## src/rtl/input_deserializer_if.sv

```systemverilog
// Nibble stream in, assembled 32-bit word out, with valid/ready on the word side.
// Pure signal bundle, no logic and no added latency.
// data_ready from the consumer is the only backpressure; the nibble side has none.
interface input_deserializer_if;
    logic [3:0]  serial_in;
    logic        serial_in_valid;
    logic        data_ready;
    logic [31:0] data_out;
    logic        data_out_valid;

    // Producer/consumer side (testbench or upstream/downstream logic)
    modport master (
        output serial_in,
        output serial_in_valid,
        output data_ready,
        input  data_out,
        input  data_out_valid
    );

    // Deserializer side
    modport slave (
        input  serial_in,
        input  serial_in_valid,
        input  data_ready,
        output data_out,
        output data_out_valid
    );
endinterface

```

## src/rtl/input_deserializer.sv

```systemverilog
// Collects 8 nibbles (LS nibble first) into a 32-bit word held in a one-entry output buffer.
// Latency: word valid the cycle after the 8th nibble is sampled; idle gaps of TIMEOUT cycles abort.
// Backpressure: none upstream; a word completing into a full, unconsumed buffer is dropped (overflow).
module input_deserializer #(
    parameter int unsigned TIMEOUT = 4
) (
    input  logic                       clk,
    input  logic                       rst_n,
    input  logic                       flush,
    input_deserializer_if.slave        bus,
    output logic                       deser_busy,
    output logic                       frame_error,
    output logic                       overflow,
    output logic [7:0]                 err_count
);

    localparam logic [0:0] IDLE    = 1'b0;
    localparam logic [0:0] COLLECT = 1'b1;

    localparam logic [7:0] GAP_LIMIT = 8'(TIMEOUT);

    logic [0:0]  state;
    logic [2:0]  idx;
    logic [7:0]  gap;
    logic [31:0] shreg;
    logic [31:0] out_dat;
    logic        out_vld;

    logic [31:0] word_next;
    logic [7:0]  gap_inc;
    logic        complete;
    logic        timeout_hit;
    logic        load;
    logic        drop;
    logic        consume;

    // Next-word merge and event decode for this cycle
    always_comb begin
        word_next                      = shreg;
        word_next[{idx, 2'b00} +: 4]   = bus.serial_in;
        gap_inc     = gap + 8'd1;
        complete    = bus.serial_in_valid && (state == COLLECT) && (idx == 3'd7);
        timeout_hit = !bus.serial_in_valid && (state == COLLECT) && (gap_inc == GAP_LIMIT);
        consume     = out_vld && bus.data_ready;
        // Completion may refill the buffer in the same cycle it is drained
        load        = complete && (!out_vld || bus.data_ready);
        drop        = complete && out_vld && !bus.data_ready;
    end

    // Collection state: nibble index, gap counter and partial word
    always_ff @(posedge clk or negedge rst_n) begin
        if (!rst_n) begin
            state <= IDLE;
            idx   <= 3'd0;
            gap   <= 8'd0;
            shreg <= 32'd0;
        end else if (flush) begin
            state <= IDLE;
            idx   <= 3'd0;
            gap   <= 8'd0;
        end else if (bus.serial_in_valid) begin
            shreg <= word_next;
            gap   <= 8'd0;
            if (complete) begin
                state <= IDLE;
                idx   <= 3'd0;
            end else begin
                state <= COLLECT;
                idx   <= idx + 3'd1;
            end
        end else if (state == COLLECT) begin
            if (timeout_hit) begin
                state <= IDLE;
                idx   <= 3'd0;
                gap   <= 8'd0;
            end else begin
                gap <= gap_inc;
            end
        end
    end

    // One-entry output buffer: load on completion, drain on valid&ready
    always_ff @(posedge clk or negedge rst_n) begin
        if (!rst_n) begin
            out_dat <= 32'd0;
            out_vld <= 1'b0;
        end else if (flush) begin
            out_dat <= 32'd0;
            out_vld <= 1'b0;
        end else if (load) begin
            out_dat <= word_next;
            out_vld <= 1'b1;
        end else if (consume) begin
            out_vld <= 1'b0;
        end
    end

    // Error pulses and saturating error counter
    always_ff @(posedge clk or negedge rst_n) begin
        if (!rst_n) begin
            frame_error <= 1'b0;
            overflow    <= 1'b0;
            err_count   <= 8'd0;
        end else begin
            frame_error <= !flush && timeout_hit;
            overflow    <= !flush && drop;
            if (!flush && (timeout_hit || drop) && (err_count != 8'hFF)) begin
                err_count <= err_count + 8'd1;
            end
        end
    end

    assign deser_busy         = (state == COLLECT);
    assign bus.data_out       = out_dat;
    assign bus.data_out_valid = out_vld;

endmodule

```

## src/flat_wrapper.sv

```systemverilog
// flat-port wrapper written by rule: the top's interface ports become plain ports
module input_deserializer_flat 
#(
    parameter int unsigned TIMEOUT = 4
)
  (clk, rst_n, flush, deser_busy, frame_error, overflow, err_count, bus_serial_in, bus_serial_in_valid, bus_data_ready, bus_data_out, bus_data_out_valid);
  input_deserializer_if bus_i ();
  input  logic clk;
  input  logic rst_n;
  input  logic flush;
  output logic deser_busy;
  output logic frame_error;
  output logic overflow;
  output logic [7:0] err_count;
  input wire logic [$bits(bus_i.serial_in)-1:0] bus_serial_in;
  input wire logic [$bits(bus_i.serial_in_valid)-1:0] bus_serial_in_valid;
  input wire logic [$bits(bus_i.data_ready)-1:0] bus_data_ready;
  output wire logic [$bits(bus_i.data_out)-1:0] bus_data_out;
  output wire logic [$bits(bus_i.data_out_valid)-1:0] bus_data_out_valid;
  assign bus_i.serial_in = bus_serial_in;
  assign bus_i.serial_in_valid = bus_serial_in_valid;
  assign bus_i.data_ready = bus_data_ready;
  assign bus_data_out = bus_i.data_out;
  assign bus_data_out_valid = bus_i.data_out_valid;
  input_deserializer #(.TIMEOUT(TIMEOUT)) u_core (.clk(clk), .rst_n(rst_n), .flush(flush), .bus(bus_i), .deser_busy(deser_busy), .frame_error(frame_error), .overflow(overflow), .err_count(err_count));
endmodule
```

## config.mk

```make
export PLATFORM = sky130hd
export DESIGN_NAME = input_deserializer_flat
export DESIGN_NICKNAME = d
export VERILOG_FILES = /design/src/rtl/input_deserializer_if.sv /design/src/rtl/input_deserializer.sv /design/src/flat_wrapper.sv
export SDC_FILE = /design/constraint.sdc
export NUM_CORES = 1
export LEC_CHECK = 0
export CAP_MARGIN = 20
export CORE_UTILIZATION = 50
export DETAILED_ROUTE_END_ITERATION = 8
export GPL_TIMING_DRIVEN = 0
export HOLD_SLACK_MARGIN = 0.02
export PLACE_DENSITY_LB_ADDON = 0.25
export SLEW_MARGIN = 20
export SYNTH_ARGS = -nofsm -noshare
export SYNTH_HDL_FRONTEND = slang
export SYNTH_SLANG_ARGS = --single-unit
export TNS_END_PERCENT = 100
```

## constraint.sdc

```tcl
create_clock -name clk -period 3.1 [get_ports clk]
set_input_delay 0.775 -clock clk [delete_from_list [all_inputs] [get_ports clk]]
set_output_delay 0.775 -clock clk [all_outputs]
set_load 0.01 [all_outputs]
```

; After elaboration in Yosys (flattened, before gate mapping)
; Index checks and enable logic that the tools add are counted.
[totals]
regBits = 87
input_bits = 9
out_inout_bits = 44
elab_cells = 63
[classes]
addsub = 4
eq_ne = 3
shift = 2
muxes = 20
n_bitwise = 1
reduce_logical = 24
[ops]
columns = op, n
row1 = 32-bit 2-to-1 mux, 2
row2 = 32-bit bitwise mux, 1
row3 = 8-bit 2-to-1 mux, 4
row4 = "4-bit by 7-bit variable shift with 32-bit output, first input constant", 1
row5 = 4-bit by 7-bit indexed part select with 32-bit output, 1
row6 = "8-bit by 1-bit adder with 8-bit output, second input constant", 2
row7 = 3-bit 2-to-1 mux, 5
row8 = 1-bit logical AND, 12
row9 = 3-bit nonzero test, 3
row10 = "8-bit by 3-bit == test with 1-bit output, second input constant", 1
row11 = 1-bit 2-to-1 mux, 8
row12 = "8-bit != test, second input constant", 1
row13 = 5-bit negator with 7-bit output, 1
row14 = 1-bit logical NOT, 4
row15 = 2-bit AND reduction, 2
row16 = "3-bit by 1-bit adder with 3-bit output, second input constant", 1
row17 = "3-bit == test, second input constant", 1
row18 = 1-bit logical OR, 2
row19 = 2-bit nonzero test, 1
row20 = 1-bit NOT, 1

; Depth between registers and ports, before layout
; Gate-level depths: netlist of run 1.
[depth]
ltp_word = 7
depth_mapped = 8
depth_no_buf = 7

; Least setup slack after synthesis of run 1
; Ideal clock, no wire load.
[synth_path]
path_type = register to register
from = register u_core.idx[0]
to = register u_core.shreg[16]
setup_time_ps = 125
t_arrival_ps = 2298
required_time_ps = 2975
path_slack_ps = 677
stages_incl_launch_ff = 9
n_path_buf = 2
period_less_slack_ps = 2423
cell_sequence = dfrtp_1 > inv_1 > ha_1 > ha_1 > clkbuf_1 > o2111ai_1 > or2_2 > clkbuf_1 > mux2_2
[synth_via]
elab_chain_cells = 3
elab_cells_between_ends = 4
classes_between = 1 x add/sub / 2 x shift / 1 x mux
[synth_rtl]
columns = element, line_no
row1 = start: declaration, input_deserializer.sv:23  ; logic [2:0] idx;
row2 = start signal: assignment, input_deserializer.sv:69  ; idx <= idx + 3'd1;
row3 = 5-bit negator with 7-bit output (*), input_deserializer.sv:40  ; word_next[{idx, 2'b00} +: 4] = bus.serial_in;
row4 = 4-bit by 7-bit indexed part select with 32-bit output or 4-bit by 7-bit variable shift with 32-bit output (tied branches), input_deserializer.sv:40
row5 = 32-bit bitwise mux (*), input_deserializer.sv:40
row6 = end signal: assignment, input_deserializer.sv:62  ; shreg <= word_next;
row7 = end: declaration, input_deserializer.sv:25  ; logic [31:0] shreg;
; Every way passes the cells marked *; elsewhere a longest branch is shown, timed or not.
; A chain may end at the register's enable or synchronous reset.

; Worst setup path after layout of run 1
[layout_path]
from = register u_core.idx[0]
to = register u_core.shreg[17]
; The elaborated chain is that of the path after synthesis.

==> run metrics, run 1 <==
slowest cell on the critical path dfrtp_1; CP Capture Type flip-flop; area leader, netlist dfrtp_1; CP bufs+invs 3; GR Util All Layers 21.4%; Final min period 2.78 ns; worst path arrival time 3.01 ns; worst path cell trace inv_1 -> ha_1 -> ha_1 -> clkbuf_1 -> o2111ai_1 -> or2_2 -> clkbuf_1 -> mux2_2; Reg clk slew, reported paths 0.08 ns; Root Buffer clkbuf_8; count of boundary I/O pins 53; worst vdd ir 0.000319 V; total number of vias 2932; TritonCTS buffer count 9; Post-CTS Hold Buffers 0; crit start category flip-flop; RSZ-0062 raised after global routing no; Post-Syn Area 4090 um^2; fraction of layout cells with a size suffix above 1 15.9%; Remaining DRCs 0; Synth-to-Final Area Change 20.2%; WL met1 3950 um; via/cell ratio 5.60; clk sink count 87; TritonCTS clock tree built; GRT overflow 0; Max-cap violations 0; LEAKAGE 2.26 nW; syn nets 372; met2 wire len 4010 um; port bufs 51; Max Root-Sink Buffers 2; fmax 359 MHz; DR WL/cell 15.9 um; NumNets Final 435; Top Metal Used met4; Starting Density 52.4%; Placer Congestion 0.808; status complete, no violations; Final Hold Slack 0.404 ns; dpl hpwl 5970 um; synthesized flop and latch total 87; met3 routed WL 242 um; filler instances 650; first-pass GRT wire length 14200 um; register area share after synthesis 53.2%; final core occ 63.0%; CTS resizes 0; worst-skew pair later-pin latency 0.34 ns; worst-margin pin slew 0.698 ns; 1st-iter DRT viols 161; Total Wirelength 8320 um; CP Data Required Time 3.33 ns; Final Cycle Share 89.8%; die area 8550 um^2; power density cells 422 nW/um^2; post-route worst setup slack 0.317 ns; final hold viol count 0; ys async rst share 100%; Syn. warnings 0; post-synthesis cell count 355; CP peak stage delay 0.50 ns; Min-Delay Path Class in -> async; antenna viol nets, final 0; ranking of synthesized cells by area dfrtp_1 53%, mux2_2 9.4%, mux2i_1 5.9%; Die Ht 92.5 um; Antenna Cells 0; number of synthesized flops with an enable pin 0; final-report max-slew violation count 0; pin count of the biggest net entering global routing 50; Setup CP Type reg -> reg; Synth cell types 45; CP delay by family, top buffers and inverters; Final setup viols 0; Max-slew headroom 53.4%; crit path max fanout 10; area share of the largest cell type after synthesis 53.2%; pre-CTS setup slack 0.0614 ns; Power Total 0.00208 W; core area 7810 um^2; TNS Setup 0 ns; row cnt 32; H-tree depth 3; initial antenna violation count 0; vias in the first global route 2886; DRT Pass-1 Iters 4; Die W 92.5 um; Mean Syn Cell Area 11.5 um^2; post-route clock skew 0.00422 ns; post-CTS setup repair buffer count 0; Top FF cell, synth dfrtp_1
-- flip-flops by register name, indices dropped and copies added (netlist names) --
register	cells
u_core.frame_error	1
u_core.bus.data_out	32
u_core.bus.data_out_valid	1
u_core.shreg	32
u_core.err_count	8
u_core.deser_busy	1
u_core.idx	3
u_core.gap	8
u_core.overflow	1
-- metrics by stage --
step | instances | area (um^2)
5_1_grt | 524 | 4920
2_1_floorplan | 355 | 4090
6_report | 524 | 4920
4_1_cts | 524 | 4920
3_3_place_gp | 508 | 4730
3_5_place_dp | 509 | 4750
-- synth_stat cells (2+ instances only) --
master     instances
a211oi_2           4
a21oi_1            7
a221o_1            8
and2_0             2
and2_1            12
and3_1            10
buf_6              2
clkbuf_1          13
dfrtp_1           87
ha_1               8
inv_1              7
mux2_1             3
mux2_2            34
mux2i_1           24
nand2_1           32
nand2b_1           4
nand3_1            8
nand4_1            5
nor2_1            13
nor2b_1            2
nor3_1             4
nor3b_1            2
nor3b_2            2
o2111ai_1          2
o21ai_0           31
or2_2              2
or3_1              5
xor2_1             5
-- power breakdown --
part	leakage, nW	internal (W)	switching, W
logic	0.972	0.0000850	0.000117
clock network	0.0914	0.000302	0.000374
registers	1.20	0.00117	0.0000256
total	2.26	0.00156	0.000516
-- placed cells by master, fill, tap and decap left out, types with 8 or more instances in the layout --
cell / Yosys / routed
dfrtp_1: 87 / 87
clkbuf_8: 0 / 10
clkdlybuf4s50_1: 0 / 50
mux2i_1: 24 / 24
nor2_1: 13 / 13
clkbuf_1: 13 / 13
and3_1: 10 / 10
a221o_1: 8 / 8
nand3_1: 8 / 8
ha_1: 8 / 8
mux2_2: 34 / 34
o21ai_0: 31 / 31
and2_1: 12 / 12
nand2_1: 32 / 32
-- cell families after synthesis --
| logic type | Yosys count | share of synthesized area, % |
|---|---|---|
| buffers and inverters | 24 | 2.57 |
| muxes | 62 | 16.4 |
| AOI/OAI and AO/OA | 61 | 10.1 |
| and+or+nand+nor | 107 | 14.0 |
| DFF | 87 | 53.2 |
| xor gates and xnor gates | 6 | 1.28 |
| adders and majority gates | 8 | 2.45 |
-- final timing paths --
check / start / cells past startpoint / to / slack [ns]
max in group asynchronous: rst_n / 2 / u_core.shreg[25] / 2.09
min: rst_n / 1 / u_core.bus.data_out[4] / 0.40
max: u_core.idx[0] / 8 / u_core.shreg[17] / 0.32
min reg2reg: u_core.bus.data_out[20] / 2 / u_core.bus.data_out[20] / 0.48
min in group clk: u_core.bus.data_out[20] / 2 / u_core.bus.data_out[20] / 0.48
max reg2reg: u_core.idx[0] / 8 / u_core.shreg[17] / 0.32
-- metal layers --
layer / global-route usage, % / vias up
met4: 7.81 / 0
li1: - / 1404
met1: 29.5 / 1463
met2: 34.3 / 55
met5: 0 / -
met3: 3.12 / 10
-- area by class of cell --
| class | instances | area [um^2] | share of cell area (%) |
|---|---|---|---|
| timing repair buffer | 52 | 536 | 10.9 |
| tap | 102 | 128 | 2.60 |
| inverter | 8 | 30.0 | 0.611 |
| multi-input combinational | 244 | 1810 | 36.8 |
| buffer | 16 | 75.1 | 1.53 |
| sequential | 87 | 2180 | 44.3 |
| clock buffer | 10 | 138 | 2.80 |
| clock inverter | 5 | 25.0 | 0.509 |
Power figures use the tool's default switching activity.
==> inputs of run 2 (changes only) <==
--- a/config.mk
+++ b/config.mk
@@ -5,6 +5,7 @@
 export SDC_FILE = /design/constraint.sdc
 export NUM_CORES = 1
 export LEC_CHECK = 0
+export ABC_AREA = 1
 export CAP_MARGIN = 20
 export CORE_UTILIZATION = 50
 export DETAILED_ROUTE_END_ITERATION = 8
==> constraint.sdc (replaced) <==
create_clock -name clk -period 2.9 [get_ports clk]
set_input_delay 0.725 -clock clk [delete_from_list [all_inputs] [get_ports clk]]
set_output_delay 0.725 -clock clk [all_outputs]
set_load 0.01 [all_outputs]
==> run 2 against run 1 <==
Final cell count up 22%. Non-clock buffer count decreased by 1. Sequential cell count did not move. Utilization grew 1.0 points. Combinational power grew 71%. Clock skew grew 0.0066 ns. Sequential power rose by 16%. Area after synthesis down 1.5%. Fmax grew 21%. Critical path depth shrank 2. Global-route usage up 1.9 points. First-iteration DRC count rose by 14%. Critical path type unchanged. Critical endpoint is now u_core.shreg[18].
==> run metrics, run 2 <==
status complete, no violations (unchanged); count of boundary I/O pins 53 (unchanged); Max-slew headroom 67.3% (was 53.4%); via/cell ratio 5.33 (was 5.60); pin count of the biggest net entering global routing 54 (was 50); CP bufs+invs 1 (was 3); worst path arrival time 2.52 ns (was 3.01 ns); placed cell area 4700 um^2 (was 4750 um^2); Power Total 0.00285 W (was 0.00208 W); Internal 0.00213 W (was 0.00156 W); post-CTS setup repair buffer count 0 (unchanged); commonest cells in the netlist 144 x nand2_1, 87 x dfrtp_1, 83 x o21ai_0 (was 87 x dfrtp_1, 34 x mux2_2, 32 x nand2_1); power density cells 572 nW/um^2 (was 422 nW/um^2); NumNets Final 551 (was 435); worst-skew pair later-pin latency 0.36 ns (was 0.34 ns); Min-Delay Path Class in -> async (unchanged); DRT Pass-1 Iters 5 (was 4); core area 7770 um^2 (was 7810 um^2); TNS Setup 0 ns (unchanged); syn nets 487 (was 372); worst vdd ir 0.000374 V (was 0.000319 V); area leader, netlist dfrtp_1 (unchanged); final-report max-slew violation count 0 (unchanged); DR WL/cell 14.0 um (was 15.9 um); Antenna Cells 0 (unchanged); worst path cell trace inv_2 -> ha_1 -> ha_1 -> nand3_1 -> a21oi_1 -> o21ai_0 (was inv_1 -> ha_1 -> ha_1 -> clkbuf_1 -> o2111ai_1 -> or2_2 -> clkbuf_1 -> mux2_2); post-route clock skew 0.0108 ns (was 0.00422 ns); multi-input logic area 1670 um^2 (was 1810 um^2); Die W 91.8 um (was 92.5 um); port bufs 52 (was 51); most used cell, CP ha_1; Post-CTS Hold Buffers 0 (unchanged); area share of the largest cell type after synthesis 54.0% (was 53.2%); commonest cells after routing, fill and taps aside 144 x nand2_1, 87 x dfrtp_1, 83 x o21ai_0, 51 x clkdlybuf4s50_1, 30 x inv_1 (was 87 x dfrtp_1, 50 x clkdlybuf4s50_1, 34 x mux2_2, 32 x nand2_1, 31 x o21ai_0); LEAKAGE 2.19 nW (was 2.26 nW); GR Util All Layers 23.3% (was 21.4%); final core occ 64.0% (was 63.0%); Root Buffer clkbuf_8 (unchanged); ys async rst share 100% (unchanged); worst-margin pin slew 0.489 ns (was 0.698 ns); Placer Congestion 0.873 (was 0.808); filler instances 683 (was 650); Net Sw Power 0.000717 W (was 0.000516 W); CP Data Required Time 3.12 ns (was 3.33 ns); Total Wirelength 8960 um (was 8320 um); CP Capture Type flip-flop (unchanged); number of synthesized flops with an enable pin 0 (unchanged); GRT overflow 0 (unchanged); CP peak stage delay 0.51 ns (was 0.50 ns); Final min period 2.30 ns (was 2.78 ns); Synth-to-Final Area Change 23.4% (was 20.2%); commonest non-fill, non-tap cell in the layout nand2_1 (was dfrtp_1); switching share of power 25.2% (was 24.8%); Starting Density 51.9% (was 52.4%); clk sink count 87 (unchanged); RSZ-0062 raised after global routing no (unchanged); TritonCTS clock tree built (unchanged); register area share after synthesis 54.0% (was 53.2%); row cnt 32 (unchanged); antenna viol nets, final 0 (unchanged); placed cell count 625 (was 509); CTS resizes 0 (unchanged); fraction of layout cells with a size suffix above 1 6.86% (was 15.9%); TritonCTS buffer count 9 (unchanged); Mean Syn Cell Area 8.57 um^2 (was 11.5 um^2); crit start category flip-flop (unchanged); vias in the first global route 3395 (was 2886); CP delay by family, top adder cells (was buffers and inverters); Remaining DRCs 0 (unchanged); total number of vias 3416 (was 2932); final hold viol count 0 (unchanged); initial antenna violation count 0 (unchanged); H-tree depth 3 (unchanged); ranking of synthesized cells by area dfrtp_1 54%, nand2_1 13%, o21ai_0 10% (was dfrtp_1 53%, mux2_2 9.4%, mux2i_1 5.9%); Setup CP Type reg -> reg (unchanged); combinational share of power 12.1% (was 9.7%); slowest cell on the critical path dfrtp_1 (unchanged); Top FF cell, synth dfrtp_1 (unchanged); clock network power share 39.1% (was 32.5%); Die Ht 91.8 um (was 92.5 um); post-synthesis cell count 470 (was 355); crit path max fanout 7 (was 10); post-route cell area 4970 um^2 (was 4920 um^2); Reg clk slew, reported paths 0.08 ns (about the same); Final Cycle Share 79.3% (was 89.8%); Layout Cells excl Fill 641 (was 524); Max-cap violations 0 (unchanged); Syn. warnings 0 (unchanged); Post-Syn Area 4030 um^2 (was 4090 um^2); Seq pwr share 48.8% (was 57.8%); first-pass GRT wire length 15700 um (was 14200 um); synthesized flop and latch total 87 (unchanged); dpl hpwl 6510 um (was 5970 um); Reg area 2180 um^2 (unchanged); 1st-iter DRT viols 183 (was 161); fmax 435 MHz (was 359 MHz); Synth cell types 29 (was 45); die area 8420 um^2 (was 8550 um^2); cell with the most instances after synthesis nand2_1 (was dfrtp_1); Max Root-Sink Buffers 2 (unchanged); Final setup viols 0 (unchanged)
## run 2: cell types whose count changed after synthesis, moves of 12 or more
cell and delta:
mux2_2 -34, mux2i_1 -22, and2_1 -12, inv_1 +23
nand2_1 +112, o21ai_0 +52
## run 2: logic make-up after synthesis
group                      after synthesis  synth area share (%)
muxes                                    2                 0.497
xor gates and xnor gates                 7                  1.52
AOI/OAI and AO/OA                      106                  13.4
adders and majority gates                8                  2.48
DFF                                     87                  54.0
and+or+nand+nor                        213                  23.6
buffers and inverters                   47                  4.50
## run 2: path summary, 6_finish.rpt
path / slack [ns] / from / cells after the start / endpoint
hold / removal: 0.32 / rst_n / 1 / u_core.bus.data_out[4]
max in group asynchronous: 1.98 / rst_n / 2 / u_core.shreg[15]
hold reg to reg: 0.49 / u_core.shreg[15] / 2 / u_core.shreg[15]
setup reg to reg: 0.60 / u_core.idx[0] / 6 / u_core.shreg[18]
min in group clk: 0.49 / u_core.shreg[15] / 2 / u_core.shreg[15]
setup / recovery: 0.60 / u_core.idx[0] / 6 / u_core.shreg[18]
## run 2: stage by stage
stage	hold WS [ns]	setup slack [ns]
after CTS	0.332	0.610
after floorplan	0.429	1.01
after detailed placement	0.468	0.405
final	0.320	0.601
after global routing	0.357	0.416
after global placement	0.463	-1.97
## run 2: layout make-up
type                            count  area share, %
Buffer                             14           1.16
Clock inverter                      5           2.59
Clock buffer                       11           2.84
Sequential cell                    87           43.8
Tap cell                          102           2.57
Multi-Input combinational cell    336           33.6
Inverter                           33           2.49
Timing Repair Buffer               53           11.0
## run 2: routing by layer
| metal | routed length [um] | track usage, % | vias to the layer above | share of wire, % |
|---|---|---|---|---|
| li1 | - | - | 1669 | - |
| met1 | 4020 | 30.1 | 1655 | 45 |
| met2 | 4350 | 39.3 | 78 | 49 |
| met3 | 429 | 3.73 | 14 | 4.8 |
| met4 | 167 | 9.24 | 0 | 1.9 |
| met5 | 0 | 0 | - | 0 |
## run 2: power by group through the flow
stage / combinational (W) / clock (W) / sequential [W]
after detailed placement: 0.000348 / 0 / 0.00141
final: 0.000345 / 0.00111 / 0.00139
after global routing: 0.000402 / 0.00118 / 0.00140
after floorplan: 0.000231 / 0 / 0.00140
after global placement: 0.000328 / 0 / 0.00141
after CTS: 0.000349 / 0.00113 / 0.00139
## run 2: worst reg2reg max path, delay by kind of cell (launching register included)
| kind | cells | cell delay [ns] |
|---|---|---|
| AO/OA/AOI/OAI | 2 | 0.42 |
| adder cells (fa/ha/maj) | 2 | 0.74 |
| buffers and inverters | 1 | 0.13 |
| flip-flops | 1 | 0.51 |
| AND/OR/NAND/NOR | 1 | 0.35 |
==> inputs of run 3 (changes only) <==
==> constraint.sdc (replaced) <==
create_clock -name clk -period 2.2 [get_ports clk]
set_input_delay 0.55 -clock clk [delete_from_list [all_inputs] [get_ports clk]]
set_output_delay 0.55 -clock clk [all_outputs]
set_load 0.01 [all_outputs]
==> run 3 against run 2 <==
Largest cell class unchanged. Setup slack worse by 0.40 ns. Largest power group unchanged. Utilization increased by 0.63 points. Routed wire length increased by 1.3%.
==> run metrics, run 3 (synthesis gave the netlist of run 2 again) <==
Total Wirelength 9070 um (was 8960 um); Die W 91.8 um (unchanged); Max-slew headroom 68.6% (was 67.3%); critical path endpoint u_core.shreg[8] (was u_core.shreg[18]); TritonCTS clock tree built (unchanged); worst path arrival time 2.21 ns (was 2.52 ns); RR Endpoint u_core.shreg[8] (was u_core.shreg[18]); Synth-to-Final Area Change 24.6% (was 23.4%); commonest non-fill, non-tap cell in the layout nand2_1 (unchanged); via/cell ratio 5.34 (was 5.33); RSZ-0062 raised after global routing no (unchanged); clk sink count 87 (unchanged); worst vdd ir 0.000492 V (was 0.000374 V); count of boundary I/O pins 53 (unchanged); Final Cycle Share 90.6% (was 79.3%); Min-Delay Path Class in -> async (unchanged); H-tree depth 3 (unchanged); Setup CP Type reg -> reg (unchanged); Antenna Cells 0 (unchanged); 1st-iter DRT viols 165 (was 183); Remaining DRCs 0 (unchanged); Power Total 0.00378 W (was 0.00285 W); placed cell count 625 (unchanged); row cnt 32 (unchanged); Final setup viols 0 (unchanged); Max Root-Sink Buffers 2 (unchanged); port bufs 52 (unchanged); GR Util All Layers 23.3% (unchanged); power density cells 752 nW/um^2 (was 572 nW/um^2); CP Capture Type flip-flop (unchanged); met1 Use GR 30.1% (unchanged); DR WL/cell 14.2 um (was 14.0 um); final hold viol count 0 (unchanged); pin count of the biggest net entering global routing 54 (unchanged); FF-to-FF path depth 8 (was 6); DRT Pass-1 Iters 4 (was 5); post-route cell area 5020 um^2 (was 4970 um^2); fmax 502 MHz (was 435 MHz); Die Ht 91.8 um (unchanged); placed cell area 4700 um^2 (unchanged); worst reg2reg setup slack 0.21 ns (was 0.60 ns); vias in the first global route 3399 (was 3395); RR Startpoint u_core.idx[0] (unchanged); die area 8420 um^2 (unchanged); post-route clock skew 0.0104 ns (was 0.0108 ns); Root Buffer clkbuf_8 (unchanged); CP Data Required Time 2.42 ns (was 3.12 ns); LEAKAGE 2.21 nW (was 2.19 nW); Starting Density 51.9% (unchanged); crit path max fanout 8 (was 7); post-CTS setup repair buffer count 0 (unchanged); Most Crowded Layer GR met2 (unchanged); worst-margin pin slew 0.471 ns (was 0.489 ns); Max-cap violations 0 (unchanged); dpl hpwl 6510 um (unchanged); first-pass GRT wire length 15600 um (was 15700 um); CP Launch Point u_core.idx[0] (unchanged); Placer Congestion 0.873 (unchanged); GRT overflow 0 (unchanged); Final min period 1.99 ns (was 2.30 ns); status complete, no violations (unchanged); total number of vias 3421 (was 3416); M2 GR Usage 39.2% (was 39.3%); NumNets Final 551 (unchanged); TritonCTS buffer count 9 (unchanged); worst-skew pair later-pin latency 0.36 ns (about the same); Global Route met3 Usage 3.73% (unchanged); Layout Cells excl Fill 641 (unchanged); core area 7770 um^2 (unchanged); initial antenna violation count 0 (unchanged); commonest cells after routing, fill and taps aside 143 x nand2_1, 86 x dfrtp_1, 83 x o21ai_0, 51 x clkdlybuf4s50_1, 30 x inv_1 (was 144 x nand2_1, 87 x dfrtp_1, 83 x o21ai_0, 51 x clkdlybuf4s50_1, 30 x inv_1); antenna viol nets, final 0 (unchanged); fraction of layout cells with a size suffix above 1 8.72% (was 6.86%); Reg clk slew, reported paths 0.08 ns (about the same); crit start category flip-flop (unchanged); final-report max-slew violation count 0 (unchanged)
-- run 3: changes by cell type in the layout (fill, tap and decap cells not counted), moves of 2 or more --
cell	previous run	this run
nor2_4	0	3
nor2_2	5	3
clkbuf_2	0	4
clkbuf_1	13	9
-- run 3: routing by layer --
layer  part of all wire (%)  routed length [um]
met1                     45                4120
met3                    4.1                 368
met2                     48                4390
met4                    2.1                 187
met5                      0                   0
-- run 3: worst min path at each step --
stage	startpoint	endpoint	slack (ns)	cells past startpoint
after global routing	rst_n	u_core.bus.data_out[4]	0.18	1
after detailed placement	u_core.shreg[15]	u_core.shreg[15]	0.47	2
after floorplan	rst_n	u_core.bus.data_out[0]	0.25	0
after CTS	rst_n	u_core.gap[4]	0.16	1
final	rst_n	u_core.gap[4]	0.15	1
after global placement	u_core.shreg[8]	u_core.shreg[8]	0.46	2
-- run 3: power by group --
| part | internal, W | switching (W) | total [W] |
|---|---|---|---|
| combinational | 0.000162 | 0.000311 | 0.000473 |
| sequential | 0.00175 | 0.0000817 | 0.00183 |
| clock | 0.000903 | 0.000568 | 0.00147 |
| total | 0.00282 | 0.000960 | 0.00378 |
-- run 3: metrics by stage --
| step | util, % | hold slack, ns | setup TNS (ns) | setup slack (ns) |
|---|---|---|---|---|
| 4_1_cts | 64.2 | 0.157 | 0 | 0.0177 |
| 5_1_grt | 64.7 | 0.182 | 0 | 0.00712 |
| 3_3_place_gp | 60.2 | 0.463 | -218.89 | -2.50 |
| 6_report | 64.7 | 0.148 | 0 | 0.206 |
| 3_5_place_dp | 60.6 | 0.468 | -2.40 | -0.120 |
| 2_1_floorplan | - | 0.254 | 0 | 0.311 |
-- run 3: worst max-delay path: stages, from the launching register on --
cell and delay (ns):
dfrtp_2 0.47, inv_2 0.11, ha_1 0.26, ha_4 0.36, nand2_2 0.14, nor2_4 0.19, nand2_1 0.07, o21ai_0 0.13
o21ai_0 0.12
-- run 3: final cells by class --
type                            instances  area [um^2]
Tap cell                              102          128
Timing Repair Buffer                   53          546
Sequential cell                        87         2180
Buffer                                 14         62.6
Clock inverter                          5          129
Fill cell                             674         2750
Clock buffer                           11          141
Multi-Input combinational cell        336         1710
Inverter                               33          124
-- run 3: what timing repair did --
action,4_1_cts,5_1_grt
setup endpoints to repair,27,52
gates resized for setup,5,11
gates cloned,0,0
hold endpoints to repair,0,0
hold buffers,0,0
